===== config.mk =====
export PLATFORM = sky130hd
export DESIGN_NAME = code_lock_prog
export DESIGN_NICKNAME = d
export VERILOG_FILES = /design/src/rtl/digital_lock_pkg.sv /design/src/rtl/key_press_detect.sv /design/src/rtl/code_lock_prog.sv
export SDC_FILE = /design/constraint.sdc
export NUM_CORES = 1
export LEC_CHECK = 0
export ABC_AREA = 1
export CELL_PAD_IN_SITES_DETAIL_PLACEMENT = 0
export CELL_PAD_IN_SITES_GLOBAL_PLACEMENT = 1
export CORE_UTILIZATION = 44
export CTS_BUF_LIST = sky130_fd_sc_hd__clkbuf_8
export DETAILED_ROUTE_END_ITERATION = 8
export GPL_TIMING_DRIVEN = 0
export HOLD_SLACK_MARGIN = 0.03
export PLACE_DENSITY = 0.79
export SLEW_MARGIN = 15
export SYNTH_ARGS = -nofsm -noshare
export SYNTH_HDL_FRONTEND = slang
export SYNTH_SLANG_ARGS = --single-unit

===== constraint.sdc =====
create_clock -name clock -period 3.25 [get_ports clock]
set_input_delay 0.325 -clock clock [delete_from_list [all_inputs] [get_ports clock]]
set_output_delay 0.325 -clock clock [all_outputs]
set_load 0.02 [all_outputs]

===== src/rtl/digital_lock_pkg.sv =====
// Shared state encodings and sizing helper for the programmable code lock.
// Constants only; no timing or flow-control behaviour lives here.
package digital_lock_pkg;

  localparam logic [2:0] ST_LOCKED   = 3'd0;
  localparam logic [2:0] ST_CHECK    = 3'd1;
  localparam logic [2:0] ST_UNLOCKED = 3'd2;
  localparam logic [2:0] ST_PROG     = 3'd3;
  localparam logic [2:0] ST_LOCKOUT  = 3'd4;

  // Ceiling log2 with a floor of zero; used for every counter and digit width.
  function automatic int clog2(input int value);
    int r;
    int v;
    r = 0;
    v = value - 1;
    while (v > 0) begin
      r++;
      v = v >> 1;
    end
    return r;
  endfunction

endpackage


===== src/rtl/key_press_detect.sv =====
// Turns active-low push buttons into single-cycle press events carrying the key index.
// Combinational press against a one-cycle-old key image; no backpressure, every cycle is sampled.
module key_press_detect
  import digital_lock_pkg::*;
#(
  parameter int KEY_COUNT = 4,
  localparam int DW = clog2(KEY_COUNT)
) (
  input  logic                 clock,
  input  logic                 reset,
  input  logic [KEY_COUNT-1:0] key,
  output logic                 press,
  output logic [DW-1:0]        digit
);

  logic [KEY_COUNT-1:0] prev_key;
  logic [KEY_COUNT-1:0] pressed;
  logic                 single;

  always_ff @(posedge clock or posedge reset) begin
    if (reset) begin
      prev_key <= '1;
    end else begin
      prev_key <= key;
    end
  end

  assign pressed = ~key;

  // A chord never yields a press: it must return to all-released before the next event.
  assign single = (pressed != '0) && ((pressed & (pressed - KEY_COUNT'(1))) == '0);
  assign press  = (&prev_key) && single;

  always_comb begin
    digit = '0;
    for (int i = 0; i < KEY_COUNT; i++) begin
      if (pressed[i]) begin
        digit = DW'(i);
      end
    end
  end

endmodule


===== src/rtl/code_lock_prog.sv =====
// Digit-code lock with consecutive-fail lockout and in-place reprogramming of the code.
// Unlock/err decided two edges after the final digit; no backpressure, presses outside entry states are dropped.
module code_lock_prog
  import digital_lock_pkg::*;
#(
  parameter int DIGITS         = 4,
  parameter int KEY_COUNT      = 4,
  parameter int MAX_FAILS      = 3,
  parameter int LOCKOUT_CYCLES = 1000,
  parameter logic [DIGITS*clog2(KEY_COUNT)-1:0] DEFAULT_CODE = 8'b11_01_00_10,
  localparam int DW = clog2(KEY_COUNT),
  localparam int CW = clog2(DIGITS + 1)
) (
  input  logic                 clock,
  input  logic                 reset,
  input  logic [KEY_COUNT-1:0] key,
  input  logic                 lock_req,
  input  logic                 prog,
  output logic                 locked,
  output logic                 lockout,
  output logic                 error,
  output logic                 prog_done,
  output logic [CW-1:0]        digit_cnt,
  output logic [2:0]           state
);

  localparam int CODE_W = DIGITS * DW;
  localparam int FW     = clog2(MAX_FAILS + 1);
  localparam int TW     = clog2(LOCKOUT_CYCLES + 1);

  localparam logic [CW-1:0] LAST_POS  = CW'(DIGITS - 1);
  localparam logic [FW-1:0] LAST_FAIL = FW'(MAX_FAILS - 1);
  localparam logic [TW-1:0] TMR_LOAD  = TW'(LOCKOUT_CYCLES - 1);

  logic              press;
  logic [DW-1:0]     digit;
  logic [CODE_W-1:0] entry;
  logic [CODE_W-1:0] shadow;
  logic [CODE_W-1:0] code;
  logic [FW-1:0]     fail_cnt;
  logic [TW-1:0]     timer;

  key_press_detect #(
    .KEY_COUNT(KEY_COUNT)
  ) u_kpd (
    .clock(clock),
    .reset(reset),
    .key  (key),
    .press(press),
    .digit(digit)
  );

  // First-entered digit lives in the most significant slot, matching DEFAULT_CODE.
  function automatic logic [CODE_W-1:0] put_digit(input logic [CODE_W-1:0] word,
                                                 input logic [CW-1:0]     pos,
                                                 input logic [DW-1:0]     d);
    logic [CODE_W-1:0] w;
    w = word;
    for (int i = 0; i < DIGITS; i++) begin
      if (pos == CW'(i)) begin
        w[(DIGITS-1-i)*DW +: DW] = d;
      end
    end
    return w;
  endfunction

  always_ff @(posedge clock or posedge reset) begin
    if (reset) begin
      state     <= ST_LOCKED;
      digit_cnt <= '0;
      entry     <= '0;
      shadow    <= '0;
      code      <= DEFAULT_CODE;
      fail_cnt  <= '0;
      timer     <= '0;
      error     <= 1'b0;
      prog_done <= 1'b0;
    end else begin
      error     <= 1'b0;
      prog_done <= 1'b0;
      case (state)
        ST_LOCKED: begin
          if (press) begin
            entry     <= put_digit(entry, digit_cnt, digit);
            digit_cnt <= digit_cnt + CW'(1);
            if (digit_cnt == LAST_POS) begin
              state <= ST_CHECK;
            end
          end
        end

        // Full-width compare so timing does not leak which digit was wrong.
        ST_CHECK: begin
          digit_cnt <= '0;
          if (entry == code) begin
            state    <= ST_UNLOCKED;
            fail_cnt <= '0;
          end else begin
            error    <= 1'b1;
            fail_cnt <= fail_cnt + FW'(1);
            if (fail_cnt == LAST_FAIL) begin
              state <= ST_LOCKOUT;
              timer <= TMR_LOAD;
            end else begin
              state <= ST_LOCKED;
            end
          end
        end

        ST_UNLOCKED: begin
          if (lock_req) begin
            state     <= ST_LOCKED;
            digit_cnt <= '0;
          end else if (prog) begin
            state     <= ST_PROG;
            digit_cnt <= '0;
          end
        end

        ST_PROG: begin
          if (lock_req) begin
            state     <= ST_LOCKED;
            digit_cnt <= '0;
            shadow    <= '0;
          end else if (press) begin
            shadow <= put_digit(shadow, digit_cnt, digit);
            if (digit_cnt == LAST_POS) begin
              code      <= put_digit(shadow, digit_cnt, digit);
              prog_done <= 1'b1;
              state     <= ST_UNLOCKED;
              digit_cnt <= '0;
            end else begin
              digit_cnt <= digit_cnt + CW'(1);
            end
          end
        end

        ST_LOCKOUT: begin
          if (timer == '0) begin
            state     <= ST_LOCKED;
            fail_cnt  <= '0;
            digit_cnt <= '0;
          end else begin
            timer <= timer - TW'(1);
          end
        end

        default: begin
          state     <= ST_LOCKED;
          digit_cnt <= '0;
        end
      endcase
    end
  end

  assign locked  = !((state == ST_UNLOCKED) || (state == ST_PROG));
  assign lockout = (state == ST_LOCKOUT);

endmodule


==> impl_metrics.tcl, run 1 <==
set metrics [dict create \
    syn_area_um2 2613 \
    nets 372 \
    clockRootBuffer "clkbuf_8" \
    gp_congestion 0.8394 \
    cts_buffer_depth 2 \
    cts_max_level 2 \
    slew_violations 0 \
    port_buffers 17 \
    p_comb_frac 0.444 \
    clk_pin_slew_worst_paths_ns 0.08 \
    grt_pass1_wl_mm 9.135 \
    power_frac_clock 0.162 \
    drive_gt1_frac 0.1461 \
    drt_iter0_drc 123 \
    crit_end "lockout" \
    diodes 0 \
    p_switching_mw 0.9099 \
    clock_latency_ns 0.29 \
    arrival_ns 2.08 \
    viasPerCell 4.902 \
    status "complete, no violations" \
    most-common-layout-cells "nand2_1 (98), inv_1 (49), dfrtp_1 (38)" \
    syn_avg_cell_area_um2 7.917 \
    max_slew_margin 0.6294 \
    hpwlAfterDp_mm 3.886 \
    end_kind "output pin" \
    ant_nets 0 \
    track_usage 0.1900 \
    final-setup-viol-count 0 \
    p_seq_frac 0.394 \
    ys_types 28 \
    stdcell_area_um2 2983 \
    cts_tree "done" \
    cts.hold.buffers_added 0 \
    tightest_slew_ns 0.5501 \
    min_period_over_period 0.7402 \
    first_global_vias 1848 \
    fmax_mhz 415.7 \
    post-route-drc-count 0 \
    startpoint_type "flop" \
    synth_top_area_share 0.3640 \
    period_needed_ns 2.406 \
    dieArea_um2 6250 \
    wirelength_mm 5.219 \
    ff2ff_path_depth 7 \
    p_leak_nw 1.440 \
    core_region_area_um2 5608 \
    path_max_fanout 10 \
    drt_pre_antenna_iters 5 \
    hp-class "input pin to asynchronous set/reset pin" \
    r2r-end "digit_cnt[0]$_DFFE_PP0P_" \
    die_x_um 79.06 \
    ioPinCount 18 \
    cp_slowest_stage_delay_ns 0.62 \
    maxCapViolCount 0 \
    fin_worst_skew_ns 0.006270 \
    required_ns 2.92 \
    crit_chain "nor2_1, nand2_1, inv_2, buf_4, clkdlybuf4s50_1" \
    ys_seq_elements 46 \
    power_density_nw_per_um2 720.8 \
    timing.rr.start "digit_cnt[0]$_DFFE_PP0P_" \
    syn_inst 330 \
    hold_violations 0 \
    rrSetupSlack_ns 1.61 \
    wl_per_cell_um 12.19 \
    power.share.switching 0.4232 \
    vias 2098 \
    cts_resized 0 \
    fin_hold_ws_ns 0.3488 \
    cts_setup_buffers 0 \
    cts.sinks 46 \
    grt_max_degree 28 \
    grt_setup_unrepaired "false" \
    layout_commonest_cell "nand2_1" \
    start_util 0.4659 \
    crit_path_start "state[1]$_DFFE_PP0P_" \
    synth_area_leader_cell "dfrtp_1" \
    synthTopCellsByArea "dfrtp_1 (36%), nand2_1 (14%), dfstp_2 (8.0%)" \
    timing.setup.tns_ns 0 \
    crit_type "flop to output pin" \
    ys_seq_area_frac 0.4444 \
    rows 27 \
    die_h_um 79.06 \
    synth_warnings 0 \
    syn_to_final_growth_pct 14.18 \
    syn_nets 347 \
    slowest_stage "clkdlybuf4s50_1" \
    placed_cell_area_um2 2893 \
    cts_buffers 5 \
    gr-total-overflow 0 \
    antenna_found_initial 0 \
    internal-power_mw 1.240 \
    peakVddDrop_mv 0.3862 \
]
-- layer usage --
metal,vias up,GRT usage,share of wire
met5,-,0,0
li1,1097,-,-
met2,59,0.2543,0.39
met3,6,0.03908,0.051
met1,936,0.2996,0.54
met4,0,0.06000,0.012
-- worst min-delay path by stage --
| stage | start | end | slack (ns) |
|---|---|---|---|
| after floorplan | key[0] | u_kpd.prev_key[0]$_DFF_PP1_ | 0.33 |
| after global placement | code[7]$_DFFE_PP1P_ | code[7]$_DFFE_PP1P_ | 0.47 |
| after detailed placement | code[7]$_DFFE_PP1P_ | code[7]$_DFFE_PP1P_ | 0.47 |
| after CTS | reset | timer[4]$_DFFE_PP0P_ | 0.37 |
| after global routing | reset | timer[4]$_DFFE_PP0P_ | 0.39 |
| final | reset | timer[4]$_DFFE_PP0P_ | 0.35 |
-- cell type report --
type                            instances  area [um^2]
Timing Repair Buffer                   18        190.2
Multi-Input combinational cell        228         1214
Sequential cell                        46         1161
Buffer                                  5        45.04
Inverter                               51        192.7
Clock buffer                            6        82.58
Clock inverter                          2        7.507
Tap cell                               72        90.09
Fill cell                             577         2625
-- logic make-up (layout without fill, tap and decap cells) --
family | Yosys count | count (layout) | synth area share
fa+ha+maj | 9 | 9 | 0.04310
buf+inv | 56 | 82 | 0.09099
simple gates | 170 | 170 | 0.3012
compound gates | 45 | 45 | 0.1068
xor+xnor | 4 | 4 | 0.01341
flops | 46 | 46 | 0.4444
-- state kept, by name (all words and copies together) (netlist names) --
| signal | cells |
|---|---|
| timer | 10 |
| code | 8 |
| entry | 8 |
| shadow | 6 |
| u_kpd.prev_key | 4 |
| digit_cnt | 3 |
| state | 3 |
| fail_cnt | 2 |
| error | 1 |
| prog_done | 1 |
-- metrics by stage --
stage / power, mW / cells / setup slack [ns] / utilization
final: 2.150 / 428 / 0.8443 / 0.5319
after global routing: 2.345 / 428 / 0.7211 / 0.5319
after CTS: 2.175 / 428 / 0.8052 / 0.5319
after global placement: 1.790 / 419 / 0.8569 / 0.5123
after floorplan: 1.543 / 330 / 1.725 / -
after detailed placement: 1.812 / 420 / 1.147 / 0.5158
-- cells in the mapped netlist --
| cell type | instances |
|---|---|
| nor2_1 | 22 |
| clkinv_2 | 1 |
| nand3_4 | 1 |
| dfstp_2 | 8 |
| buf_4 | 3 |
| inv_1 | 48 |
| xnor2_1 | 4 |
| inv_2 | 2 |
| a21oi_2 | 1 |
| o21ai_2 | 8 |
| nand3b_1 | 2 |
| o22ai_1 | 7 |
| o21ai_4 | 1 |
| dfrtp_1 | 38 |
| nand2_2 | 9 |
| a21oi_1 | 6 |
| nand2_1 | 98 |
| buf_6 | 2 |
| o21ai_0 | 18 |
| nor3_1 | 2 |
| ha_1 | 9 |
| nor2_4 | 5 |
| o21ai_1 | 4 |
| nor3b_1 | 1 |
| nor3_2 | 1 |
| nand4_1 | 5 |
| nand3_1 | 22 |
| nand2_4 | 2 |
-- worst max-delay path: cells and delay by family (launching register included) --
family	cells	cell delay, ns
buffers and inverters	3	0.93
flip-flops	1	0.45
AND/OR/NAND/NOR	2	0.41
-- power groups by stage --
stage | registers, mW | logic, mW | clock network [mW]
floorplan | 0.864 | 0.679 | 0
global placement | 0.854 | 0.936 | 0
detailed placement | 0.857 | 0.955 | 0
CTS | 0.848 | 0.959 | 0.368
global route | 0.869 | 1.09 | 0.386
finish | 0.847 | 0.954 | 0.349
(Power assumes the default switching activity.)
==> inputs of run 2 (changes only) <==
--- a/config.mk
+++ b/config.mk
@@ -8,12 +8,12 @@
 export ABC_AREA = 1
 export CELL_PAD_IN_SITES_DETAIL_PLACEMENT = 0
 export CELL_PAD_IN_SITES_GLOBAL_PLACEMENT = 1
-export CORE_UTILIZATION = 44
+export CORE_UTILIZATION = 41
 export CTS_BUF_LIST = sky130_fd_sc_hd__clkbuf_8
 export DETAILED_ROUTE_END_ITERATION = 8
 export GPL_TIMING_DRIVEN = 0
 export HOLD_SLACK_MARGIN = 0.03
-export PLACE_DENSITY = 0.79
+export PLACE_DENSITY = 0.78
 export SLEW_MARGIN = 15
 export SYNTH_ARGS = -nofsm -noshare
 export SYNTH_HDL_FRONTEND = slang
==> constraint.sdc (replaced) <==
create_clock -name clock -period 2 [get_ports clock]
set_input_delay 0.2 -clock clock [delete_from_list [all_inputs] [get_ports clock]]
set_output_delay 0.2 -clock clock [all_outputs]
set_load 0.02 [all_outputs]
==> run 2 against run 1 <==
Flip-flop and latch count stayed put. Worst setup slack lost 0.65 ns. Power up 63%. Routed wire length shrank 1.4%. Register-to-register slack lost 1.3 ns. Clock skew shrank 0.0035 ns. Die area increased by 7.1%. Clock power rose by 67%. Critical path type unchanged. Highest routed layer unchanged.
==> impl_metrics.tcl, run 2 (synthesis results as in run 1) <==
set metrics [dict create \
    fin_hold_ws_ns 0.1498 \
    num-fill-cells 610 \
    start_util 0.4336 \
    slew_violations 0 \
    post-place-ws_ns 0.03347 \
    crit_path_start "state[0]$_DFFE_PP0P_" \
    final-setup-viol-count 0 \
    crit_cells 5 \
    most-common-layout-cells "nand2_1 (98), inv_1 (47), dfrtp_1 (38)" \
    gr-total-overflow 0 \
    end_kind "output pin" \
    cp_slowest_stage_delay_ns 0.50 \
    drt_iter0_drc 164 \
    power_mw 3.501 \
    ioPinCount 18 \
    cts_buffers 5 \
    cts_max_level 2 \
    setup_ws_ns 0.1960 \
    crit_end "lockout" \
    rows 28 \
    antenna_found_initial 0 \
    path_max_fanout 10 \
    layout_commonest_cell "nand2_1" \
    wl_per_cell_um 11.94 \
    largestRegisters "timer (10), code (8), entry (8)" \
    power_density_nw_per_um2 1173 \
    path_delay_family "flip-flops" \
    post-route-drc-count 0 \
    grt_setup_unrepaired "false" \
    stdcell_area_um2 2984 \
    max_slew_margin 0.6189 \
    timing.rr.start "digit_cnt[0]$_DFFE_PP0P_" \
    largest_register "timer" \
    rrSetupSlack_ns 0.30 \
    core_region_area_um2 6026 \
    drt_pre_antenna_iters 5 \
    grt_pass1_wl_mm 8.804 \
    hold_violations 0 \
    first_global_vias 1810 \
    period_needed_ns 1.804 \
    fmax_mhz 554.3 \
    cts_resized 2 \
    drive_gt1_frac 0.1573 \
    min_period_over_period 0.9020 \
    utilization 0.4952 \
    cts_tree "done" \
    viasPerCell 4.740 \
    track_usage 0.1760 \
    p_leak_nw 1.432 \
    cts_setup_buffers 0 \
    clk_pin_slew_worst_paths_ns 0.09 \
    peakVddDrop_mv 0.6340 \
    die_h_um 81.83 \
    largest_register_ffs 10 \
    nets 372 \
    ant_nets 0 \
    required_ns 1.80 \
    dieArea_um2 6695 \
    crit_chain "nor2_2, nand2_1, inv_2, buf_4, clkbuf_2" \
    fin_worst_skew_ns 0.002727 \
    slowest_stage "dfrtp_1" \
    crit_buf_inv 3 \
    hp-class "input pin to asynchronous set/reset pin" \
    ff2ff_path_depth 7 \
    die_x_um 81.83 \
    wirelength_mm 5.147 \
    arrival_ns 1.60 \
    finalNonFillerCells 431 \
    syn_to_final_growth_pct 14.22 \
    startpoint_type "flop" \
    cts_buffer_depth 2 \
    port_buffers 17 \
    clockRootBuffer "clkbuf_8" \
    tightest_slew_ns 0.5717 \
    status "complete, no violations" \
    dpl.cell_count 423 \
    vias 2043 \
    maxCapViolCount 0 \
    placed_cell_area_um2 2897 \
    timing.setup.tns_ns 0 \
    grt_max_degree 36 \
    diodes 0 \
    gp_congestion 0.8233 \
    crit_type "flop to output pin" \
    cts.hold.buffers_added 0 \
    cts.sinks 46 \
    r2r-end "digit_cnt[0]$_DFFE_PP0P_" \
    hpwlAfterDp_mm 3.746 \
    clock_latency_ns 0.30 \
]
run 2: per-layer routing:
| layer | vias up | global-route usage | part of all wire | wire, um |
|---|---|---|---|---|
| met2 | 28 | 0.2446 | 0.39 | 2010 |
| met3 | 6 | 0.03778 | 0.034 | 177 |
| li1 | 1088 | - | - | - |
| met5 | - | 0 | 0 | 0 |
| met1 | 921 | 0.2668 | 0.56 | 2884 |
| met4 | 0 | 0.05789 | 0.014 | 74 |
run 2: power breakdown:
| part | switching (mW) | leakage (nW) | internal (mW) |
|---|---|---|---|
| Combinational | 0.963 | 0.801 | 0.579 |
| Sequential | 0.214 | 0.587 | 1.16 |
| Clock | 0.337 | 0.0441 | 0.246 |
| Total | 1.51 | 1.43 | 1.99 |
run 2: final cells by class:
class | count | area [um^2] | area share
clock buffer | 5 | 68.82 | 0.02306
timing repair buffer | 18 | 185.2 | 0.06205
multi-input combinational | 228 | 1216 | 0.4075
inverter | 51 | 192.7 | 0.06457
clock inverter | 3 | 21.27 | 0.007128
tap | 75 | 93.84 | 0.03145
sequential | 46 | 1161 | 0.3891
buffer | 5 | 45.04 | 0.01509
run 2: worst register-to-register path, delay by kind of cell, from the launching register on:
family / cells / cell delay, ns
AND/OR/NAND/NOR: 2 / 0.17
adder cells (fa/ha/maj): 2 / 0.47
AO/OA/AOI/OAI: 2 / 0.47
flip-flops: 1 / 0.43
buffers and inverters: 1 / 0.09
run 2: how the worst min path moves through the flow:
stage / from / endpoint / slack, ns / cells past startpoint
after detailed placement: code[7]$_DFFE_PP1P_ / code[7]$_DFFE_PP1P_ / 0.47 / 2
after global routing: reset / timer[7]$_DFFE_PP0P_ / 0.19 / 2
final: reset / timer[4]$_DFFE_PP0P_ / 0.15 / 2
after global placement: code[7]$_DFFE_PP1P_ / code[7]$_DFFE_PP1P_ / 0.47 / 2
after CTS: reset / timer[7]$_DFFE_PP0P_ / 0.15 / 2
after floorplan: key[0] / u_kpd.prev_key[0]$_DFF_PP1_ / 0.20 / 0
